### src/rtl/queue_pkg.sv
// Shared FSM encoding, default parameters and the wait-estimate helper for the queue counter.
package queue_pkg;

  typedef enum logic [1:0] {
    IDLE   = 2'd0,
    INC    = 2'd1,
    DEC    = 2'd2,
    REJECT = 2'd3
  } state_t;

  localparam int DEF_DEB_CYCLES = 16;
  localparam int DEF_MAX_COUNT  = 15;
  localparam int DEF_CNT_W      = 4;
  localparam int DEF_SVC_MIN    = 3;
  localparam int DEF_WAIT_W     = 8;

  // Product evaluated in 64 bits so the clamp works for any practical width.
  function automatic longint unsigned sat_wait(input longint unsigned cnt,
                                               input longint unsigned svc,
                                               input int unsigned     wait_w);
    longint unsigned prod;
    longint unsigned lim;
    prod = cnt * svc;
    lim  = (64'd1 << wait_w) - 64'd1;
    return (prod > lim) ? lim : prod;
  endfunction

endpackage

### src/rtl/sensor_debounce.sv
// Two-flop synchronizer, consecutive-sample debounce filter and rising-edge pulse for one sensor.
module sensor_debounce #(
  parameter int DEB_CYCLES = 16
) (
  input  logic i_clk,
  input  logic i_rst,
  input  logic i_raw,
  output logic o_level,
  output logic o_rise
);

  localparam int DW = (DEB_CYCLES > 1) ? $clog2(DEB_CYCLES) : 1;
  localparam logic [DW-1:0] LAST = DW'(DEB_CYCLES - 1);

  logic [1:0]    r_sync;
  logic [DW-1:0] r_stab;
  logic          r_level;
  logic          r_level_q;

  // r_stab counts consecutive samples that disagree with the filtered level.
  always_ff @(posedge i_clk or posedge i_rst) begin
    if (i_rst) begin
      r_sync    <= 2'b00;
      r_stab    <= '0;
      r_level   <= 1'b0;
      r_level_q <= 1'b0;
    end else begin
      r_sync    <= {r_sync[0], i_raw};
      r_level_q <= r_level;
      if (r_sync[1] == r_level) begin
        r_stab <= '0;
      end else if (r_stab == LAST) begin
        r_stab  <= '0;
        r_level <= r_sync[1];
      end else begin
        r_stab <= r_stab + 1'b1;
      end
    end
  end

  assign o_level = r_level;
  assign o_rise  = r_level & ~r_level_q;

endmodule

### src/rtl/queue_count_ctrl.sv
// Queue occupancy controller: debounced entry/exit sensors drive an up/down counter with
// overflow/underflow rejection, one-deep pending capture and a saturating wait estimate.
//
// state  | meaning
// IDLE   | waiting for an arrival/departure event or pending flag
// INC    | up pulse high, count increments at end of cycle
// DEC    | down pulse high, count decrements at end of cycle
// REJECT | overflow or underflow pulse high, count unchanged
module queue_count_ctrl
  import queue_pkg::*;
#(
  parameter int DEB_CYCLES = DEF_DEB_CYCLES,
  parameter int MAX_COUNT  = DEF_MAX_COUNT,
  parameter int CNT_W      = DEF_CNT_W,
  parameter int SVC_MIN    = DEF_SVC_MIN,
  parameter int WAIT_W     = DEF_WAIT_W
) (
  input  logic              clk,
  input  logic              rst,
  input  logic              Fsen,
  input  logic              Bsen,
  output logic [CNT_W-1:0]  count,
  output logic              full,
  output logic              empty,
  output logic              up,
  output logic              down,
  output logic              overflow,
  output logic              underflow,
  output logic [WAIT_W-1:0] wait_min
);

  localparam logic [CNT_W-1:0] MAX_C = CNT_W'(MAX_COUNT);

  logic w_arr_lvl, w_dep_lvl;
  logic w_arr_ev, w_dep_ev;
  logic w_arr, w_dep;

  state_t            r_state;
  logic [CNT_W-1:0]  r_count;
  logic              r_up, r_down, r_ovf, r_unf;
  logic              r_pend_arr, r_pend_dep;
  logic [WAIT_W-1:0] r_wait;

  sensor_debounce #(.DEB_CYCLES(DEB_CYCLES)) u_front (
    .i_clk   (clk),
    .i_rst   (rst),
    .i_raw   (Fsen),
    .o_level (w_arr_lvl),
    .o_rise  (w_arr_ev)
  );

  sensor_debounce #(.DEB_CYCLES(DEB_CYCLES)) u_back (
    .i_clk   (clk),
    .i_rst   (rst),
    .i_raw   (Bsen),
    .o_level (w_dep_lvl),
    .o_rise  (w_dep_ev)
  );

  assign w_arr = w_arr_ev | r_pend_arr;
  assign w_dep = w_dep_ev | r_pend_dep;

  always_ff @(posedge clk or posedge rst) begin
    if (rst) begin
      r_state    <= IDLE;
      r_count    <= '0;
      r_up       <= 1'b0;
      r_down     <= 1'b0;
      r_ovf      <= 1'b0;
      r_unf      <= 1'b0;
      r_pend_arr <= 1'b0;
      r_pend_dep <= 1'b0;
    end else begin
      r_up   <= 1'b0;
      r_down <= 1'b0;
      r_ovf  <= 1'b0;
      r_unf  <= 1'b0;
      case (r_state)
        IDLE: begin
          // Pending flags are consumed here whether serviced, rejected or cancelled.
          r_pend_arr <= 1'b0;
          r_pend_dep <= 1'b0;
          if (w_arr && w_dep) begin
            r_state <= IDLE;
          end else if (w_arr) begin
            if (r_count < MAX_C) begin
              r_state <= INC;
              r_up    <= 1'b1;
            end else begin
              r_state <= REJECT;
              r_ovf   <= 1'b1;
            end
          end else if (w_dep) begin
            if (r_count != '0) begin
              r_state <= DEC;
              r_down  <= 1'b1;
            end else begin
              r_state <= REJECT;
              r_unf   <= 1'b1;
            end
          end
        end
        INC: begin
          r_count <= r_count + 1'b1;
          r_state <= IDLE;
        end
        DEC: begin
          r_count <= r_count - 1'b1;
          r_state <= IDLE;
        end
        default: begin
          r_state <= IDLE;
        end
      endcase
      if (r_state != IDLE) begin
        if (w_arr_ev) r_pend_arr <= 1'b1;
        if (w_dep_ev) r_pend_dep <= 1'b1;
      end
    end
  end

  always_ff @(posedge clk or posedge rst) begin
    if (rst) begin
      r_wait <= '0;
    end else begin
      r_wait <= WAIT_W'(sat_wait(longint'(r_count), longint'(SVC_MIN), WAIT_W));
    end
  end

  assign count     = r_count;
  assign full      = (r_count == MAX_C);
  assign empty     = (r_count == '0);
  assign up        = r_up;
  assign down      = r_down;
  assign overflow  = r_ovf;
  assign underflow = r_unf;
  assign wait_min  = r_wait;

endmodule

### config.mk
export PLATFORM = sky130hd
export DESIGN_NAME = queue_count_ctrl
export DESIGN_NICKNAME = d
export VERILOG_FILES = /design/src/rtl/queue_pkg.sv /design/src/rtl/sensor_debounce.sv /design/src/rtl/queue_count_ctrl.sv
export SDC_FILE = /design/constraint.sdc
export NUM_CORES = 1
export LEC_CHECK = 0
export CAP_MARGIN = 10
export CELL_PAD_IN_SITES_DETAIL_PLACEMENT = 0
export CELL_PAD_IN_SITES_GLOBAL_PLACEMENT = 1
export CORE_UTILIZATION = 50
export CTS_CLUSTER_SIZE = 30
export DETAILED_ROUTE_END_ITERATION = 8
export DONT_BUFFER_PORTS = 1
export GPL_TIMING_DRIVEN = 0
export HOLD_SLACK_MARGIN = 0.1
export PLACE_DENSITY_LB_ADDON = 0.1
export SYNTH_ARGS = -nofsm -noshare
export SYNTH_HDL_FRONTEND = slang
export SYNTH_HIERARCHICAL = 1
export SYNTH_SLANG_ARGS = --single-unit
### constraint.sdc
create_clock -name clk -period 2.4 [get_ports clk]
set_input_delay 0.36 -clock clk [delete_from_list [all_inputs] [get_ports clk]]
set_output_delay 0.36 -clock clk [all_outputs]
set_load 0.05 [all_outputs]
Yosys cells after proc, flatten, opt, wreduce, memory -nomap -nowiden --
Cells that the tools add are included.
Cells by class: $add $sub $neg 4, multiply operators 1, magnitude comparators 1, equal/unequal tests 8, multiplexer cells 35, bitwise logic cells 8, reduce and logical (&&, ||, !) cells 8
Operators by type and width (count):
- $mux 1 | 25
- $mux 4 | 4
- $add 4x1->4 const B | 3
- $eq 4x4->1 const B | 3
- $mux 2 | 5
- $pmux 4 s2 | 1
- $mul 4x2->6 const B | 1
- $logic_not 4->1 | 1
- $lt 4x4->1 const B | 1
- $ne 4x4->1 const B | 1
- $not 1->1 | 4
- $reduce_and 2->1 | 2
- $reduce_bool 2->1 | 2
- $reduce_bool 4->1 | 1
- $sub 4x1->4 const B | 1
- $and 1x1->1 | 2
- $eq 1x1->1 | 2
- $eq 2x1->1 const B | 1
- $eq 2x2->1 const B | 1
- $logic_not 2->1 | 1
- $or 1x1->1 | 2
- $logic_and 1x1->1 | 1
Storage, ports and cells: register bits after elaboration 34, word-level logic and storage cells 82

Logic depth before layout (Yosys ltp) --
Gate-level depths: netlist of run 1.
depth in word-level cells 7, mapped depth 8, depth with buffers taken out 8

Hierarchy --
Netlist of run 1, hierarchy kept.
By module, submodules not included:
- queue_count_ctrl | instances 1, cells an instance 82, area each 902.1 um^2, sequential area each 450.4 um^2
- sensor_debounce | instances 2, cells an instance 21, area each 306.5 um^2, sequential area each 200.2 um^2

Worst setup path before layout of run 1 --
Ideal clock, no wire load.
path kind reg-to-output, start point register r_count[1] (netlist: count[1]), end point output port full, data arrival time 1.499 ns, setup slack 0.541 ns, cell stages (with the launch flop) 4, buffers on the path 0, cell sequence dfrtp_1 -> ha_1 -> nand2_1 -> inv_1
On the way: cells in the longest elaborated chain, start to end 1
Ends and longest elaborated chain:
- from (decl) | line queue_count_ctrl.sv:39 | logic [CNT_W-1:0] r_count;
- from (signal assigned) | line queue_count_ctrl.sv:104 | r_count <= r_count + 1'b1;
- from (signal assigned) | line queue_count_ctrl.sv:108 | r_count <= r_count - 1'b1;
- $eq 4x4->1 | line queue_count_ctrl.sv:131 | assign full = (r_count == MAX_C);
- to (decl) | line queue_count_ctrl.sv:23 | output logic full,
Every way passes these cells.

Worst setup path after layout of run 1 --
start point register r_count[0] (netlist: count[0]), end point output port full
The elaborated chain is that of the path after synthesis.

==> metrics.txt, run 1 <==
outcome finished, violations left; failing checks design-rule violations; Final Setup Violations 0; skew final 0.007426 ns; post-route insts no fill 167; CP peak stage delay 0.78 ns; fin. max-slew vios 0; Synth async-reset ratio 100.0%; CP max stage cell dfrtp_1; worst hold slack 0.3598 ns; vias in the first global route 887; Vias/cell 5.407; clk_lat worst skew 0.32 ns; Iter 0 DRT Violations 17; TritonCTS clock tree done; setup tns final 0 ns; internal power 818.4 uW; first drt pass iteration count 6; die area 3255 um^2; Psw 470.9 uW; R2R Path Start count[0]; global-route wire length before repair 3767 um; worst rel slew slack 54.03%; fillers 256; H-tree depth 2; total CTS buffers 5; Sink Count 34; synthesized area 1515 um^2; static leakage 0.8617 nW; Flop pwr share 61.6%; worst hold-check path type register to register; Post-Route WL 2132 um; Post-CTS Setup Bufs 0; GPL Wtd Cong 0.7577; warning count from the yosys run 6; WL per Instance 12.77 um; Setup crit start kind register; Net Sw Frac 36.52%; grt total ovfl 0; min-delay src u_front/r_sync[0]; Final Critical Period 2.249 ns; final worst path period share 93.72%; Max VDD drop 0.0005391 V; IO Port Bufs 0; DP HPWL 1534 um; Placed Instances 156; crit path kind register to output port; data required time at the worst endpoint 2.04 ns; CP Launch Point count[0]; Clock Tree Root clkbuf_4; Final Util 58.83%; Starting Density 54.01%; Row Count 19; Clock Path Buffers 2; Synth Flop Type dfrtp_1; Final Power 1.289 mW; DRC Markers 6; Mapped Cells 124; Seq/Total Area, Yosys 56.15%; syn_area_per_cell 12.22 um^2; Logic pwr share 14.1%; Unique masters post-synth 27; PwrDens 781.3 nW/um^2; Total Routing Usage GR 15.58%; # Max-Cap Violations 0; die width 57.05 um; Reg clk slew, reported paths 0.09 ns; RSZ-0062 raised after global routing false; Synth Register Bits 34; share of post-route cells with drive strength above 1 13.24%; clock share of power 24.3%; via count 903; number of synthesized flops with an enable pin 0; Final Hold Viols 0; maximum fanout along the worst path 8; Top-Level Pins 22; Post-DRT Antenna Nets 0; Die Height 57.05 um; Antenna diodes 0; Layout Nets 153; area delta synth->final 8.918%; CP endpoint kind output port; core region area 2805 um^2; initial antenna violation count 0; Critical Path, Cell by Cell ha_1 > nand2_1 > inv_1; CP arrival 1.89 ns; largest net degree at the start of global routing 19; fmax 0.4446 GHz; Worst-Margin Slew 0.6888 ns
per-stage QoR:
stage	area, um^2	setup slack, ns
floorplan	1519	0.5407
finish	1650	0.1507
CTS	1648	0.01702
global placement	1558	0.4075
detailed placement	1558	0.3822
global route	1650	0.01006
worst paths after layout:
| path | end | slack (ns) | depth (start not counted) |
|---|---|---|---|
| worst max-delay path | full | 0.15 | 3 |
| worst min-delay path | u_front/r_sync[1] | 0.36 | 0 |
| worst max register to register | r_state[0] | 0.60 | 6 |
| worst min register to register | u_front/r_sync[1] | 0.36 | 0 |
| max in group asynchronous | count[1] | 1.29 | 2 |
| min in group asynchronous | u_front/r_stab[0] | 0.45 | 2 |
cells in the final DEF (no fill, tap or decap), types with 2 or more instances in the layout:
cell type	count
or2_2	2
nand3_2	2
xnor2_1	8
a21o_1	4
dlygate4sd3_1	3
conb_1	2
nor2_1	11
dfrtp_2	2
nand3_1	3
xor2_1	3
inv_1	11
o21ai_0	3
a31oi_1	2
a21oi_1	2
nand2_1	5
buf_4	2
dfrtp_1	32
clkbuf_4	5
ha_1	13
a311oi_1	4
nor2b_1	4
mux2_4	2
synthesized netlist by cell type, types with 2 or more instances:
master | n | area (um^2)
nand3_1 | 3 | 15.01
xnor2_1 | 8 | 70.07
xor2_1 | 3 | 26.28
nor2_1 | 11 | 41.29
nor2b_1 | 4 | 25.02
o21ai_0 | 3 | 15.01
mux2_4 | 2 | 30.03
dfrtp_1 | 34 | 850.8
or2_2 | 2 | 12.51
a21o_1 | 4 | 30.03
inv_1 | 11 | 41.29
a31oi_1 | 2 | 12.51
ha_1 | 13 | 162.7
buf_4 | 2 | 15.01
a21oi_1 | 2 | 10.01
nand3_2 | 2 | 20.02
a311oi_1 | 4 | 35.03
nand2_1 | 5 | 18.77
layout make-up:
class	instances	area (um^2)	share of cell area, %
Buffer	2	15.01	0.9098
Inverter	11	41.29	2.502
Clock inverter	1	5.005	0.3033
Clock buffer	7	55.05	3.336
Sequential cell	34	853.3	51.71
Multi-Input combinational cell	78	611.8	37.07
Tap cell	31	38.79	2.350
Timing Repair Buffer	3	30.03	1.820
metal layers:
layer / track usage [%] / part of all wire (%) / vias to the layer above
met5: 0 / 0 / -
met4: 6.272 / 1.7 / 0
met3: 6.349 / 5.1 / 5
met2: 23.70 / 45 / 23
met1: 19.91 / 48 / 446
li1: - / - / 429
repair_timing:
action	CTS	global route
hold endpoints to repair	36	0
endpoints found under the setup margin	0	1
resized for setup	0	2
hold buffers	3	0
logic make-up after synthesis:
group | count (synthesis) | synth area share (%)
adder cells (fa/ha/maj) | 14 | 12.06
flip-flops | 34 | 56.15
multiplexers | 2 | 1.982
AO/OA/AOI/OAI | 20 | 9.661
AND/OR/NAND/NOR | 29 | 9.826
other | 1 | 0.2475
buffers and inverters | 13 | 3.716
XOR/XNOR | 11 | 6.359
power groups by stage:
stage | Clock, mW | Combinational [mW] | Sequential, mW
2_1_floorplan | 0 | 0.147 | 0.792
3_3_place_gp | 0 | 0.172 | 0.806
3_5_place_dp | 0 | 0.177 | 0.806
4_1_cts | 0.332 | 0.183 | 0.796
5_1_grt | 0.347 | 0.204 | 0.802
6_report | 0.314 | 0.181 | 0.794
registers in the layout (all words and copies together), names as in the netlist:
name               flops
overflow               1
u_front/r_level_q      1
u_back/o_level         1
up                     1
wait_min               6
underflow              1
down                   1
u_front/r_stab         4
u_back/r_stab          4
r_state                2
u_back/r_level_q       1
u_front/o_level        1
u_back/r_sync          2
u_front/r_sync         2
count                  4
r_pend_arr             1
r_pend_dep             1
critical path: cells and delay by family (launching register included):
family / cells / cell delay (ns)
AND/OR/NAND/NOR: 1 / 0.11
adder cells (fa/ha/maj): 1 / 0.33
flip-flops: 1 / 0.78
buffers and inverters: 1 / 0.35
(Power assumes the default switching activity.)
==> run 2, diff against run 1 <==
--- a/config.mk
+++ b/config.mk
@@ -8,11 +8,11 @@
 export CAP_MARGIN = 10
 export CELL_PAD_IN_SITES_DETAIL_PLACEMENT = 0
 export CELL_PAD_IN_SITES_GLOBAL_PLACEMENT = 1
+export CORE_ASPECT_RATIO = 1.1
 export CORE_UTILIZATION = 50
 export CTS_CLUSTER_SIZE = 30
 export DETAILED_ROUTE_END_ITERATION = 8
 export DONT_BUFFER_PORTS = 1
-export GPL_TIMING_DRIVEN = 0
 export HOLD_SLACK_MARGIN = 0.1
 export PLACE_DENSITY_LB_ADDON = 0.1
 export SYNTH_ARGS = -nofsm -noshare
==> metrics.txt, run 2 (synthesis gave the netlist of run 1 again) <==
outcome finished, final reports clean; routed wl met2 1112 um (+16%); CP peak stage delay 0.58 ns (-0.20 ns); CP arrival 1.67 ns (-0.22 ns); TritonCTS clock tree done; GPL Wtd Cong 0.7033 (-7.2%); largest net degree at the start of global routing 19 (unchanged); Reg area 850.8 um^2 (-0.29%); share of post-route cells with drive strength above 1 12.32% (-0.92 points); core region area 2828 um^2 (+0.80%); instance count on the critical path 3 (unchanged); skew final 0.008873 ns (+0.001447 ns); top layer in use met4; clk_lat worst skew 0.34 ns (+0.02 ns); Clock Tree Root clkbuf_4; CP endpoint kind output port; fillers 243 (-5.1%); setup tns final 0 ns (unchanged); fin worst setup slack 0.3706 ns (+0.2199 ns); Post-DRT Antenna Nets 0 (unchanged); DRC Markers 0 (-6); Post-Route WL 2298 um (+7.8%); die area 3255 um^2 (about the same); data required time at the worst endpoint 2.04 ns (about the same); most frequent cells in the layout dfrtp_1 (34), ha_1 (13), inv_1 (11), nor2_1 (11), xnor2_1 (8); Final Setup Violations 0 (unchanged); worst hold-check path type register to register; # Max-Cap Violations 0 (unchanged); vias in the first global route 860 (-3.0%); crit path kind register to output port; fmax 0.4928 GHz (+11%); Clock Path Buffers 2 (unchanged); Row Count 20 (+1); WL per Instance 13.44 um (+5.3%); Antenna diodes 0 (unchanged); commonest non-fill, non-tap cell in the layout dfrtp_1; Sink Count 34 (unchanged); first drt pass iteration count 4 (-2); global-route wire length before repair 3815 um (+1.3%); static leakage 0.8797 nW (+2.1%); CP delay by family, top flip-flops; Worst-Margin Slew 0.6549 ns (-0.03398 ns); Starting Density 53.58% (-0.43 points); grt total ovfl 0 (unchanged); max reg flops 6 (unchanged); met3 WL post-DR 111 um (+2.8%); CP bufs+invs 1 (unchanged); initial antenna violation count 0 (unchanged); maximum fanout along the worst path 10 (+2); RSZ-0062 raised after global routing false; Total Routing Usage GR 17.82% (+2.2 points); CP max stage cell dfrtp_1; Setup crit start kind register; fin. max-slew vios 0 (unchanged); final worst path period share 84.56% (-9.2 points); DP HPWL 1589 um (+3.6%); Reg clk slew, reported paths 0.09 ns (about the same); Die Height 59.74 um (+4.7%); Final Hold Viols 0 (unchanged); Max VDD drop 0.0006070 V (+13%); IO Port Bufs 0 (unchanged); Final Critical Period 2.029 ns (-0.2199 ns); Multi-input gate area 611.8 um^2 (unchanged); PwrDens 828.5 nW/um^2 (+6.0%); total CTS buffers 5 (unchanged); Critical Path, Cell by Cell ha_1 > nand2_1 > inv_1; Layout Nets 155 (+1.3%); H-tree depth 2 (unchanged); area delta synth->final 10.90%; worst hold slack 0.3563 ns (-0.003443 ns); Hold Path Stages 0 (unchanged); worst rel slew slack 56.29% (+2.3 points); Iter 0 DRT Violations 22 (+5); Post-CTS Setup Bufs 0 (unchanged); cts hold-fix bufs 3 (unchanged); via count 892 (-1.2%); Vias/cell 5.216 (-3.5%); post-CTS resize count 0 (unchanged); die width 54.49 um (-4.5%); met1 WL 1023 um (-0.39%); Setup WS pre-CTS 0.7226 ns (+0.3404 ns); R2R depth 8 (+2); Top-Level Pins 22 (unchanged)
[run 2: changes by cell type in the layout (fill, tap and decap cells not counted), sizes merged]
cell	change
buf	+2
bufinv	+1
clkinv	-1
[run 2: cell type report]
class	count	share of cell area, %
sequential	34	50.63
multi-input combinational	78	36.41
clock inverter	1	1.787
inverter	11	2.457
tap	33	2.457
timing repair buffer	7	3.574
clock buffer	7	2.681
[run 2: per-stage QoR]
stage / cell area [um^2] / power, mW / instances / util (%)
after floorplan: 1519 / 0.9397 / 125 / -
after global placement: 1575 / 0.9886 / 160 / 55.71
after detailed placement: 1575 / 0.9935 / 160 / 55.71
after CTS: 1680 / 1.415 / 171 / 59.42
after global routing: 1680 / 1.467 / 171 / 59.42
final: 1680 / 1.392 / 171 / 59.42
[run 2: worst register-to-register path, delay by kind of cell, from the launching register on]
kind	cells	cell delay, ns
flip-flops	1	0.37
AO/OA/AOI/OAI	1	0.16
buffers and inverters	1	0.08
AND/OR/NAND/NOR	1	0.08
adder cells (fa/ha/maj)	2	0.47
XOR/XNOR	3	0.43
[run 2: layer usage]
layer / vias up / GRT usage, %
met5: - / 0
met4: 0 / 12.09
met3: 4 / 8.397
met2: 26 / 25.26
met1: 424 / 21.05
li1: 438 / -
[run 2: worst paths after layout]
path	slack (ns)	endpoint	start
setup / recovery	0.37	full	count[1]
hold / removal	0.36	u_back/r_sync[1]	u_back/r_sync[0]
setup reg to reg	0.70	count[2]	r_state[0]
hold reg to reg	0.36	u_back/r_sync[1]	u_back/r_sync[0]
max in group asynchronous	1.39	wait_min[5]	rst
min in group asynchronous	0.44	u_back/r_stab[0]	rst
[run 2: power by group]
group | switching (mW) | internal [mW]
combinational | 0.166 | 0.0680
clock | 0.189 | 0.221
sequential | 0.131 | 0.618
==> run 3, diff against run 2 <==
--- a/config.mk
+++ b/config.mk
@@ -9,7 +9,7 @@
 export CELL_PAD_IN_SITES_DETAIL_PLACEMENT = 0
 export CELL_PAD_IN_SITES_GLOBAL_PLACEMENT = 1
 export CORE_ASPECT_RATIO = 1.1
-export CORE_UTILIZATION = 50
+export CORE_UTILIZATION = 44
 export CTS_CLUSTER_SIZE = 30
 export DETAILED_ROUTE_END_ITERATION = 8
 export DONT_BUFFER_PORTS = 1
==> constraint.sdc (replaced) <==
create_clock -name clk -period 1.7 [get_ports clk]
set_input_delay 0.255 -clock clk [delete_from_list [all_inputs] [get_ports clk]]
set_output_delay 0.255 -clock clk [all_outputs]
set_load 0.05 [all_outputs]
==> metrics.txt, run 3 (synthesis gave the netlist of run 1 again) <==
final worst path period share 96.96%; maximum fanout along the worst path 5 (-5); top layer in use met4; crit path kind register to output port; worst hold slack 0.3354 ns (-0.02097 ns); clk_lat worst skew 0.34 ns (about the same); worst rel slew slack 54.99% (-1.3 points); DP HPWL 1718 um (+8.1%); most frequent cells in the layout dfrtp_1 (30), buf_4 (15), ha_1 (12), nor2_1 (11), inv_1 (9); Die Height 63.55 um (+6.4%); GPL Wtd Cong 0.6856 (-2.5%); fin worst setup slack 0.05168 ns (-0.3189 ns); commonest non-fill, non-tap cell in the layout dfrtp_1; fmax 0.6067 GHz; routed wl met2 1260 um (+13%); total CTS buffers 5 (unchanged); via count 957 (+7.3%); CP endpoint kind output port; WL per Instance 13.55 um (+0.86%); max reg flops 6 (unchanged); Final Critical Period 1.648 ns; fillers 280 (+15%); core region area 3153 um^2 (+12%); Clock Path Buffers 2 (unchanged); met3 WL post-DR 79 um (-29%); skew final 0.006175 ns (-0.002698 ns); Setup WS pre-CTS 0.1500 ns (-0.5725 ns); Final Setup Violations 0 (unchanged); Row Count 21 (+5.0%); failing checks design-rule violations; TritonCTS clock tree done; setup tns final 0 ns (unchanged); DRC Markers 2 (+2); PwrDens 1119 nW/um^2 (+35%); grt total ovfl 0 (unchanged); Setup crit start kind register; Final Util 56.55% (-2.9 points); data required time at the worst endpoint 1.44 ns (-0.60 ns); post-route cell area 1783 um^2 (+6.1%); Final Hold Viols 0 (unchanged); vias in the first global route 1001 (+16%); area delta synth->final 17.67%; Top-Level Pins 22 (unchanged); CP arrival 1.39 ns (-0.28 ns); Reg clk slew, reported paths 0.10 ns (about the same); global-route wire length before repair 4450 um (+17%); Starting Density 48.06% (-5.5 points); fin. max-slew vios 0 (unchanged); largest net degree at the start of global routing 19 (unchanged); initial antenna violation count 0 (unchanged); Sink Count 34 (unchanged); Total Routing Usage GR 16.60% (-1.2 points); Clock Tree Root clkbuf_4; share of post-route cells with drive strength above 1 25.33% (+13 points); Vias/cell 5.201 (-0.29%); static leakage 0.9249 nW (+5.1%); RSZ-0062 raised after global routing false; Post-DRT Antenna Nets 0 (unchanged); first drt pass iteration count 6 (+2); DP Area 1622 um^2 (+2.9%); Antenna diodes 0 (unchanged); Worst-Margin Slew 0.6744 ns (+0.01950 ns); Iter 0 DRT Violations 28 (+27%); Max VDD drop 0.0003984 V (-34%); # Max-Cap Violations 0 (unchanged); IO Port Bufs 0 (unchanged); die width 57.95 um (+6.4%); die area 3682 um^2 (+13%); worst hold-check path type input pin to asynchronous set/reset pin; H-tree depth 2 (unchanged); met1 WL 1081 um (+5.7%); outcome finished, violations left; Layout Nets 167 (+7.7%); Post-Route WL 2494 um (+8.5%)
-- run 3: changes by cell type in the layout (fill, tap and decap cells not counted), moves of 2 or more --
cell	delta
inv_1	-2
buf_4	+11
dfrtp_2	+4
dfrtp_1	-4
-- run 3: power breakdown --
group	switching [mW]	internal, mW	leakage [nW]
combinational	0.298	0.201	0.439
sequential	0.154	0.877	0.451
clock	0.265	0.200	0.0353
-- run 3: path summary, 6_finish.rpt --
kind / start / endpoint / slack [ns] / depth (start not counted)
worst max-delay path: count[2] / full / 0.05 / 3
worst max register to register: r_state[0] / count[2] / 0.15 / 8
min in group clk: u_back/r_sync[0] / u_back/r_sync[1] / 0.36 / 0
worst min register to register: u_back/r_sync[0] / u_back/r_sync[1] / 0.36 / 0
max in group asynchronous: rst / count[3] / 0.73 / 2
worst min-delay path: rst / u_back/r_sync[1] / 0.34 / 2
-- run 3: metrics by stage --
step | power, mW | instances
final | 1.995 | 184
after global routing | 2.112 | 184
after CTS | 2.014 | 183
after detailed placement | 1.494 | 165
after global placement | 1.490 | 165
after floorplan | 1.328 | 125
-- run 3: metal layers --
metal  GRT usage (%)  up-vias
met4           10.71        0
li1                -      462
met1           18.94      463
met5               0        -
met2           26.87       23
met3           4.517        9
-- run 3: final cells by class --
| type | count | area (um^2) | share of cell area [%] |
|---|---|---|---|
| clock buffers | 7 | 55.05 | 3.088 |
| repair buffers | 19 | 162.7 | 9.123 |
| well taps | 34 | 42.54 | 2.386 |
| inverters | 11 | 45.04 | 2.526 |
| clock inverters | 1 | 5.005 | 0.2807 |
| multi-input cells | 78 | 616.8 | 34.60 |
| flip-flops and latches | 34 | 855.8 | 48.00 |
-- run 3: timing repair --
action                     in CTS  in global routing
pin swaps                       1                  1
hold buffers                    3                  0
resized for setup               3                  3
hold endpoints to repair       36                  0
setup endpoints to repair       2                  2
setup buffers                   7                  1
-- run 3: worst max-delay path, cell delays in order, from the launching register on --
cell	delay [ns]
dfrtp_2	0.45
ha_1	0.24
nand2_2	0.11
clkinvlp_4	0.26
